==> config.mk <==
export PLATFORM = sky130hd
export DESIGN_NAME = pc_stack
export DESIGN_NICKNAME = d
export VERILOG_FILES = /design/src/rtl/pc_pkg.sv /design/src/rtl/pc_ras.sv /design/src/rtl/pc_stack.sv
export SDC_FILE = /design/constraint.sdc
export NUM_CORES = 1
export LEC_CHECK = 0
export CAP_MARGIN = 0
export CORE_UTILIZATION = 58
export CTS_BUF_LIST = sky130_fd_sc_hd__clkbuf_16
export DETAILED_ROUTE_END_ITERATION = 12
export GPL_TIMING_DRIVEN = 0
export PLACE_DENSITY = 0.85
export SYNTH_ARGS = -nofsm -noshare
export SYNTH_HDL_FRONTEND = slang
export SYNTH_SLANG_ARGS = --single-unit
==> constraint.sdc <==
create_clock -name clk -period 6.2 [get_ports clk]
set_input_delay 0.93 -clock clk [delete_from_list [all_inputs] [get_ports clk]]
set_output_delay 0.93 -clock clk [all_outputs]
set_load 0.01 [all_outputs]
==> src/rtl/pc_pkg.sv <==
// Shared types for the picoMIPS program counter.
// Holds the operation enum and the request priority decoder.
package pc_pkg;

  typedef enum logic [2:0] {
    OP_HOLD,
    OP_INCR,
    OP_BRANCH,
    OP_JUMP,
    OP_CALL,
    OP_RET
  } pc_op_t;

  // ret > call > jump > branch > incr > hold
  function automatic pc_op_t pc_decode(
    input logic ret,
    input logic call,
    input logic jump,
    input logic branch,
    input logic incr
  );
    pc_op_t op;
    op = OP_HOLD;
    if (ret)         op = OP_RET;
    else if (call)   op = OP_CALL;
    else if (jump)   op = OP_JUMP;
    else if (branch) op = OP_BRANCH;
    else if (incr)   op = OP_INCR;
    return op;
  endfunction

endpackage

==> src/rtl/pc_ras.sv <==
// Return-address stack: register-array LIFO.
// Only the pointer is reset; entry contents are don't-care.
module pc_ras
  import pc_pkg::*;
#(
  parameter int Psize  = 6,
  parameter int Rdepth = 4
) (
  input  logic             clk,
  input  logic             reset,
  input  logic             push,
  input  logic             pop,
  input  logic [Psize-1:0] din,
  output logic [Psize-1:0] dout,
  output logic             empty,
  output logic             full
);

  localparam int PW = $clog2(Rdepth + 1);
  localparam int AW = (Rdepth > 1) ? $clog2(Rdepth) : 1;
  localparam logic [PW-1:0] PMAX = PW'(Rdepth);

  logic [Psize-1:0] mem [Rdepth];
  logic [PW-1:0]    ptr;
  logic [AW-1:0]    wr_idx;
  logic [AW-1:0]    rd_idx;
  logic             do_push;
  logic             do_pop;

  assign empty   = (ptr == '0);
  assign full    = (ptr == PMAX);
  assign do_push = push && !full;
  assign do_pop  = pop && !empty;
  assign wr_idx  = AW'(ptr);
  assign rd_idx  = AW'(ptr - 1'b1);
  assign dout    = empty ? '0 : mem[rd_idx];

  always_ff @(posedge clk) begin
    if (reset)
      ptr <= '0;
    else if (do_pop)
      ptr <= ptr - 1'b1;
    else if (do_push)
      ptr <= ptr + 1'b1;
  end

  always_ff @(posedge clk) begin
    if (!reset && do_push && !do_pop)
      mem[wr_idx] <= din;
  end

endmodule

==> src/rtl/pc_stack.sv <==
// picoMIPS program counter with branch, jump and call/return.
// PCout is the registered PC feeding program memory.
module pc_stack
  import pc_pkg::*;
#(
  parameter int               Psize      = 6,
  parameter int               Rdepth     = 4,
  parameter logic [Psize-1:0] RESET_ADDR = '0
) (
  input  logic             clk,
  input  logic             reset,
  input  logic             PCincr,
  input  logic             PCstall,
  input  logic             branch,
  input  logic [Psize-1:0] Boffset,
  input  logic             jump,
  input  logic             call,
  input  logic             ret,
  input  logic [Psize-1:0] Jaddr,
  output logic [Psize-1:0] PCout,
  output logic             ras_empty,
  output logic             ras_full,
  output logic             ras_err
);

  pc_op_t           op;
  logic [Psize-1:0] pc;
  logic [Psize-1:0] pc_nxt;
  logic [Psize-1:0] pc_inc;
  logic [Psize-1:0] ras_top;
  logic             push;
  logic             pop;
  logic             err_set;

  // A stall masks every request, so nothing below sees it.
  assign op = PCstall ? OP_HOLD
                      : pc_decode(ret, call, jump, branch, PCincr);

  assign pc_inc = pc + 1'b1;

  always_comb begin
    pc_nxt  = pc;
    push    = 1'b0;
    pop     = 1'b0;
    err_set = 1'b0;
    case (op)
      OP_INCR:   pc_nxt = pc_inc;
      OP_BRANCH: pc_nxt = pc + Boffset;
      OP_JUMP:   pc_nxt = Jaddr;
      OP_CALL: begin
        if (ras_full) begin
          err_set = 1'b1;
        end else begin
          push   = 1'b1;
          pc_nxt = Jaddr;
        end
      end
      OP_RET: begin
        if (ras_empty) begin
          err_set = 1'b1;
        end else begin
          pop    = 1'b1;
          pc_nxt = ras_top;
        end
      end
      default: pc_nxt = pc;
    endcase
  end

  always_ff @(posedge clk) begin
    if (reset) begin
      pc      <= RESET_ADDR;
      ras_err <= 1'b0;
    end else begin
      pc <= pc_nxt;
      if (err_set)
        ras_err <= 1'b1;
    end
  end

  pc_ras #(
    .Psize  (Psize),
    .Rdepth (Rdepth)
  ) u_ras (
    .clk   (clk),
    .reset (reset),
    .push  (push),
    .pop   (pop),
    .din   (pc_inc),
    .dout  (ras_top),
    .empty (ras_empty),
    .full  (ras_full)
  );

  assign PCout = pc;

endmodule

==> results of run 1 <==
sequential cells by signal, indices dropped and copies added, names as in the netlist:
name / flops
PCout: 6
ras_err: 1
u_ras.mem: 24
u_ras.ptr: 3
layer usage:
layer,track usage [%],wire length [microns],vias to the layer above
met1,35.0,1790,713
met2,52.5,2490,73
met5,0,0,-
met4,12.2,84,0
met3,8.73,285,13
li1,-,-,690
through the flow:
stage	worst slack [ps]	instances	utilization, %	hold WS (ps)	cell area, sq um
after detailed placement	3270	236	73.0	470	2250
after floorplan	3810	164	-	471	1910
after CTS	3230	244	77.6	486	2390
final	3260	244	77.6	483	2390
after global placement	3310	236	73.0	459	2250
after global routing	3120	244	77.6	522	2390
final cells by class:
type | instances | area share, %
clock buffer | 5 | 5.24
inverter | 6 | 0.943
tap | 44 | 2.31
clock inverter | 3 | 0.681
sequential | 34 | 38.6
buffer | 5 | 0.996
timing repair buffer | 28 | 11.7
multi-input combinational | 119 | 39.5
power groups by stage:
stage | Sequential [mW] | Clock [mW] | Combinational [mW]
2_1_floorplan | 0.273 | 0 | 0.0866
3_5_place_dp | 0.275 | 0 | 0.141
5_1_grt | 0.272 | 0.247 | 0.158
6_report | 0.270 | 0.239 | 0.144
3_3_place_gp | 0.273 | 0 | 0.135
4_1_cts | 0.270 | 0.240 | 0.144
worst max-delay path: cells and delay by family (launching register included):
| family | cells | cell delay (ps) |
|---|---|---|
| adders and majority gates | 2 | 500 |
| buffers and inverters | 3 | 880 |
| DFF | 1 | 350 |
cell families after synthesis:
logic type | synth area share [%]
and+or+nand+nor | 16.6
AOI/OAI and AO/OA | 11.7
adders and majority gates | 8.91
muxes | 7.60
DFF | 48.2
buffers and inverters | 2.42
xor gates and xnor gates | 4.58
cells in the final DEF (no fill, tap or decap), drive strengths merged, types with 3 or more instances in the layout:
| cell type | Yosys | layout |
|---|---|---|
| nand2 | 8 | 8 |
| nor3 | 3 | 3 |
| dfxtp | 10 | 10 |
| nand3 | 9 | 9 |
| ha | 12 | 12 |
| clkbuf | 3 | 8 |
| mux4 | 6 | 6 |
| edfxtp | 24 | 24 |
| o21ai | 9 | 9 |
| nor2 | 17 | 17 |
| a311oi | 4 | 4 |
| xnor2 | 8 | 8 |
| a21oi | 8 | 8 |
| nor4 | 3 | 3 |
| and2 | 7 | 7 |
| clkdlybuf4s50 | 0 | 28 |
| inv | 6 | 6 |
worst max path at each step:
stage	startpoint	endpoint	slack [ps]	cells after the start
2_1_floorplan	Boffset[0]	PCout[4]	3810	7
3_3_place_gp	Boffset[0]	PCout[4]	3310	8
3_5_place_dp	Boffset[0]	PCout[4]	3270	8
4_1_cts	u_ras.ptr[0]	ras_empty	3230	5
5_1_grt	u_ras.ptr[0]	ras_empty	3120	5
6_report	u_ras.ptr[0]	ras_empty	3260	5
==> results.sh, run 1 <==
export IMPL_portBuffers=28
export IMPL_routabilityCongestion=0.820
export IMPL_syn2layout_area_growth_pct=25.0
export IMPL_syn_area_sq_um=1910
export IMPL_initial_core_util_pct=62.1
export IMPL_place_hpwl_microns=3240
export IMPL_clock_latency_ps=280
export IMPL_switching_share_pct=27.5
export IMPL_drc=0
export IMPL_power_mw=0.654
export IMPL_power_density_nw_per_um2=274
export IMPL_internal_power_mw=0.474
export IMPL_p_leak_nw=0.834
export IMPL_synth_top_area_cell="edfxtp_1"
export IMPL_switchingPower_mw=0.180
export IMPL_die_w_microns=59.4
export IMPL_core_area_sq_um=3080
export IMPL_finalCriticalPeriod_ps=2940
export IMPL_worst_pin_slew_ps=640
export IMPL_cts_setup_buffers=0
export IMPL_drt_iter0_markers=97
export IMPL_max_stage_delay_ps=500
export IMPL_ant_nets=0
export IMPL_synth_ff_type="edfxtp_1"
export IMPL_avgViaCountPerCell=6.10
export IMPL_totalWireLength_microns=4650
export IMPL_syn_nets=197
export IMPL_multi_input_area_sq_um=943
export IMPL_hold_violations=0
export IMPL_n_antenna_cell=0
export IMPL_maxSlewViolCount=0
export IMPL_p_seq_share_pct=41.3
export IMPL_critPathKind="reg2out"
export IMPL_end_kind="primary output"
export IMPL_antenna_found_initial=0
export IMPL_r2r_setup_slack_ps=3660
export IMPL_routedWlPerCell_microns=19.1
export IMPL_rsz0062_at_grt="no"
export IMPL_cts_hold_buf=0
export IMPL_drive_gt1_share_pct=10.0
export IMPL_grt_pass1_vias=1551
export IMPL_syn_area_per_cell_sq_um=11.6
export IMPL_synth_area_leaders="edfxtp_1 (38%), dfxtp_1 (10%), ha_1 (7.9%)"
export IMPL_grt_pass1_wl_microns=7560
export IMPL_ys_seq_elements=34
export IMPL_min_from="ras_err"
export IMPL_grt_use_total_pct=30.3
export IMPL_fin_tns_setup_ps=0
export IMPL_cts_root_buffer="clkbuf_16"
export IMPL_post_cts_resized=0
export IMPL_die_h_microns=59.4
export IMPL_synth_top_cells_by_count="edfxtp_1 (24), nor2_1 (17), ha_1 (12)"
export IMPL_cts_made_buffers=5
export IMPL_regArea_sq_um=921
export IMPL_start_kind="flip-flop"
export IMPL_clock_path_buffers=2
export IMPL_die_area_sq_um=3530
export IMPL_hp_class="reg2reg"
export IMPL_cts_sinks=34
export IMPL_final_nets=232
export IMPL_crit_chain="buf_2 -> inv_1 -> ha_1 -> ha_1 -> clkdlybuf4s50_1"
export IMPL_yosysWarnings=0
export IMPL_async_flop_share_pct=0
export IMPL_hold_path_endpoint="ras_err"
export IMPL_post_synth_top_count_cell="edfxtp_1"
export IMPL_htree_levels=2
export IMPL_power_frac_comb_pct=22.1
export IMPL_path_max_fanout=7
export IMPL_max_freq_mhz=340
export IMPL_holdPathStages=2
export IMPL_reg2reg_depth=9
export IMPL_synth_edf_count=24
export IMPL_crit_slowest_cell="clkdlybuf4s50_1"
export IMPL_r2r_start="u_ras.ptr[0]"
export IMPL_n_fill_cell=201
export IMPL_max_vdd_ir_drop_mv=0.297
export IMPL_grt_max_degree=12
export IMPL_final_setup_viol_count=0
export IMPL_min_period_over_period_pct=47.4
export IMPL_ioPinCount=29
export IMPL_crit_top_cell="ha_1"
export IMPL_cts_tree="yes"
export IMPL_postSynthCellCount=164
export IMPL_finalClockSkew_ps=4.19
export IMPL_outcome="finished clean"
export IMPL_vias=1489
export IMPL_grt_overflow=0
export IMPL_rows=20
export IMPL_firstDrtPassIters=4
export IMPL_max_slew_margin_rel_pct=57.0
export IMPL_maxCapViolCount=0
export IMPL_synth_top_area_share_pct=37.7
export IMPL_clk_pin_slew_ps=60
export IMPL_synth_cell_types=41
export IMPL_r2r_end="PCout[2]"
export IMPL_critical_path_required_ps=5270
export IMPL_seq_area_frac_synth_pct=48.2
export IMPL_arrival_ps=2010
export IMPL_clkPwrFrac_pct=36.6
Note: power is estimated with default switching activity, not from simulation.
==> run 2: changes to the inputs <==
CORE_UTILIZATION = 53   (was 58)
PLACE_DENSITY = 0.79   (was 0.85)
clock period = 2.73 ns   (was 6.2 ns; I/O delays follow)
==> results.sh, run 2 (synthesis results as in run 1) <==
export IMPL_maxCapViolCount=0
export IMPL_initial_core_util_pct=56.4
export IMPL_reg2reg_depth=9
export IMPL_n_antenna_cell=0
export IMPL_max_vdd_ir_drop_mv=0.384
export IMPL_drc=0
export IMPL_die_w_microns=62.0
export IMPL_power_density_nw_per_um2=643
export IMPL_cts_made_buffers=5
export IMPL_grt_use_total_pct=24.5
export IMPL_most_common_layout_cells="clkdlybuf4s50_1 (28), edfxtp_1 (24), nor2_1 (17)"
export IMPL_clock_latency_ps=270
export IMPL_crit_top_cell="ha_1"
export IMPL_min_period_over_period_pct=89.9
export IMPL_rsz0062_at_grt="no"
export IMPL_multi_input_area_sq_um=943
export IMPL_r2r_start="u_ras.ptr[0]"
export IMPL_clock_path_buffers=2
export IMPL_final_setup_viol_count=0
export IMPL_critical_path_required_ps=2320
export IMPL_crit_buf_inv=3
export IMPL_max_freq_mhz=408
export IMPL_min_from="ras_err"
export IMPL_post_cts_resized=0
export IMPL_rows=21
export IMPL_max_slew_margin_rel_pct=57.8
export IMPL_hold_path_endpoint="ras_err"
export IMPL_crit_slowest_cell="clkdlybuf4s50_1"
export IMPL_start_kind="flip-flop"
export IMPL_outcome="finished clean"
export IMPL_max_stage_delay_ps=510
export IMPL_placed_area_sq_um=2250
export IMPL_grt_max_degree=12
export IMPL_fin_area_sq_um=2410
export IMPL_grt_pass1_wl_microns=6440
export IMPL_cts_sinks=34
export IMPL_hp_class="reg2reg"
export IMPL_place_hpwl_microns=2990
export IMPL_n_fill_cell=248
export IMPL_dp_cells=238
export IMPL_top_register="u_ras.mem"
export IMPL_r2r_setup_slack_ps=290
export IMPL_routabilityCongestion=0.804
export IMPL_cts_setup_buffers=0
export IMPL_ant_nets=0
export IMPL_die_area_sq_um=3850
export IMPL_stdcell_count=246
export IMPL_power_mw=1.55
export IMPL_regArea_sq_um=921
export IMPL_largest_reg_flops=24
export IMPL_grt_overflow=0
export IMPL_die_h_microns=62.0
export IMPL_final_common_cell="clkdlybuf4s50_1"
export IMPL_clk_pin_slew_ps=50
export IMPL_finalClockSkew_ps=4.79
export IMPL_fin_tns_setup_ps=0
export IMPL_cts_root_buffer="clkbuf_16"
export IMPL_holdPathStages=2
export IMPL_path_max_fanout=7
export IMPL_totalWireLength_microns=4080
export IMPL_syn2layout_area_growth_pct=26.2
export IMPL_maxSlewViolCount=0
export IMPL_hold_violations=0
export IMPL_grt_pass1_vias=1390
export IMPL_crit_chain="buf_2 -> inv_1 -> ha_1 -> ha_1 -> clkdlybuf4s50_1"
export IMPL_r2r_end="PCout[4]"
export IMPL_htree_levels=2
export IMPL_drt_iter0_markers=76
export IMPL_vias=1411
export IMPL_ioPinCount=29
export IMPL_end_kind="primary output"
export IMPL_finalCriticalPeriod_ps=2450
export IMPL_firstDrtPassIters=4
export IMPL_antenna_found_initial=0
export IMPL_cp_top_family="buffers and inverters"
export IMPL_p_leak_nw=0.849
export IMPL_core_area_sq_um=3390
export IMPL_worst_pin_slew_ps=627
export IMPL_final_nets=232
export IMPL_cts_tree="yes"
export IMPL_critPathKind="reg2out"
export IMPL_cts_hold_buf=0
export IMPL_arrival_ps=2040
export IMPL_avgViaCountPerCell=5.74
export IMPL_portBuffers=28
export IMPL_drive_gt1_share_pct=9.50
export IMPL_routedWlPerCell_microns=16.6
## run 2: layer usage
layer	up-vias	wire, microns	track usage [%]
met1	681	1840	31.3
li1	689	-	-
met3	4	151	6.00
met2	37	2050	40.3
met5	-	0	0
met4	0	40	9.21
## run 2: area by class of cell
class,instances,share of cell area (%)
clock inverters,3,1.56
repair buffers,28,11.6
flip-flops and latches,34,38.2
well taps,46,2.39
plain buffers,5,0.986
multi-input cells,119,39.1
clock buffers,5,5.19
inverters,6,0.934
## run 2: power breakdown
part | leakage [nW] | switching (mW) | internal, mW
Clock | 0.0826 | 0.195 | 0.423
Combinational | 0.466 | 0.161 | 0.160
Sequential | 0.300 | 0.0284 | 0.584
Total | 0.849 | 0.384 | 1.17
## run 2: worst max path at each step
stage | from | endpoint | slack, ps | cells past startpoint
after detailed placement | Boffset[0] | PCout[4] | 280 | 8
after global placement | u_ras.ptr[0] | PCout[5] | 330 | 9
after global routing | u_ras.ptr[0] | PCout[3] | 70 | 9
final | u_ras.ptr[0] | ras_empty | 280 | 5
after floorplan | u_ras.ptr[0] | PCout[2] | 530 | 9
after CTS | u_ras.ptr[0] | ras_empty | 250 | 5
## run 2: stage by stage
stage	util [%]	hold WS, ps	setup WS (ps)
floorplan	-	471	526
global placement	66.3	458	334
detailed placement	66.3	475	283
CTS	71.1	493	254
global route	71.1	511	69.1
finish	71.1	484	277
## run 2: worst register-to-register path, delay by kind of cell, from the launching register on
kind                       cells  cell delay (ps)
buffers and inverters          3              630
adders and majority gates      2              480
DFF                            1              350
and+or+nand+nor                2              280
AOI/OAI and AO/OA              2              600
==> run 3: changes to the inputs <==
CORE_ASPECT_RATIO = 1.5   (was not set)
SLEW_MARGIN = 40   (was not set)
==> results.sh, run 3 (synthesis results as in run 1) <==
export IMPL_portBuffers=28
export IMPL_drc=0
export IMPL_grt_max_degree=11
export IMPL_routabilityCongestion=0.796
export IMPL_post_cts_resized=0
export IMPL_cts_made_buffers=5
export IMPL_core_area_sq_um=3420
export IMPL_final_setup_viol_count=0
export IMPL_maxSlewViolCount=0
export IMPL_drive_gt1_share_pct=9.50
export IMPL_fin_ws_ps=279
export IMPL_htree_levels=2
export IMPL_arrival_ps=2630
export IMPL_power_mw=1.45
export IMPL_max_slew_margin_rel_pct=55.2
export IMPL_n_antenna_cell=0
export IMPL_die_w_microns=51.0
export IMPL_place_hpwl_microns=3060
export IMPL_initial_core_util_pct=55.9
export IMPL_cts_root_buffer="clkbuf_16"
export IMPL_totalWireLength_microns=4060
export IMPL_largest_reg_flops=24
export IMPL_most_common_layout_cells="clkdlybuf4s50_1 (28), edfxtp_1 (24), nor2_1 (17)"
export IMPL_clock_latency_ps=270
export IMPL_place_ws_ps=250
export IMPL_fin_area_sq_um=2380
export IMPL_grt_use_total_pct=23.1
export IMPL_stdcell_count=242
export IMPL_critPathKind="reg2reg"
export IMPL_top_register="u_ras.mem"
export IMPL_grt_pass1_vias=1388
export IMPL_finalClockSkew_ps=1.66
export IMPL_fin_tns_setup_ps=0
export IMPL_n_fill_cell=252
export IMPL_antenna_found_initial=0
export IMPL_cts_hold_buf=0
export IMPL_grt_pass1_wl_microns=6230
export IMPL_max_freq_mhz=408
export IMPL_vias=1426
export IMPL_cts_sinks=34
export IMPL_post_route_util_pct=69.7
export IMPL_routedWlPerCell_microns=16.8
export IMPL_end_kind="flip-flop"
export IMPL_p_leak_nw=0.839
export IMPL_power_density_nw_per_um2=607
export IMPL_syn2layout_area_growth_pct=24.6
export IMPL_dp_cells=234
export IMPL_placed_area_sq_um=2240
export IMPL_die_h_microns=75.5
export IMPL_final_common_cell="clkdlybuf4s50_1"
export IMPL_firstDrtPassIters=4
export IMPL_finalCriticalPeriod_ps=2450
export IMPL_die_area_sq_um=3850
export IMPL_rows=26
export IMPL_ant_nets=0
export IMPL_drt_iter0_markers=30
export IMPL_hold_violations=0
export IMPL_ioPinCount=29
export IMPL_final_nets=232
export IMPL_outcome="finished clean"
export IMPL_rsz0062_at_grt="no"
export IMPL_grt_overflow=0
export IMPL_clock_path_buffers=2
export IMPL_maxCapViolCount=0
export IMPL_cts_tree="yes"
export IMPL_hold_slack_ps=482
export IMPL_worst_pin_slew_ps=667
export IMPL_cts_setup_buffers=0
export IMPL_avgViaCountPerCell=5.89
export IMPL_path_max_fanout=10
export IMPL_min_period_over_period_pct=89.8
export IMPL_max_vdd_ir_drop_mv=0.566
export IMPL_critical_path_required_ps=2910
export IMPL_clk_pin_slew_ps=50
export IMPL_hp_class="reg2reg"
export IMPL_start_kind="flip-flop"
[run 3: cell count changes in the layout (fill, tap and decap cells not counted)]
cell,previous run,this run
clkinv_2,0,1
bufinv_16,1,0
[run 3: cell type report]
cell class	count	area [sq um]	share of cell area [%]
clock buffer	5	125	5.25
multi-input combinational	119	943	39.6
clock inverter	3	12.5	0.525
tap	42	52.6	2.21
inverter	6	22.5	0.946
timing repair buffer	28	280	11.8
buffer	5	23.8	0.998
sequential	34	921	38.7
[run 3: worst max-delay path, stage by stage (launching register included)]
cell and delay, ps:
dfxtp_1 350, buf_2 260, inv_1 130, ha_1 260, ha_1 230, and3b_1 230
a2111oi_4 370, buf_4 230, nor2_1 50, a311oi_1 250
[run 3: routing by layer]
layer	track usage, %	vias up	wire, microns
met2	41.5	38	2230
met5	0	-	0
met1	24.7	689	1550
li1	-	687	-
met4	12.3	0	119
met3	5.79	12	159
[run 3: final timing paths]
check / start / endpoint / slack [ps] / cells past startpoint
min reg2reg: ras_err / ras_err / 480 / 2
max: u_ras.ptr[0] / PCout[4] / 280 / 9
max reg2reg: u_ras.ptr[0] / PCout[4] / 280 / 9
min: ras_err / ras_err / 480 / 2
[run 3: power breakdown]
group / total (mW) / switching, mW / internal [mW]
Clock: 0.516 / 0.187 / 0.329
Combinational: 0.317 / 0.157 / 0.160
Sequential: 0.612 / 0.0277 / 0.585
Total: 1.45 / 0.372 / 1.07
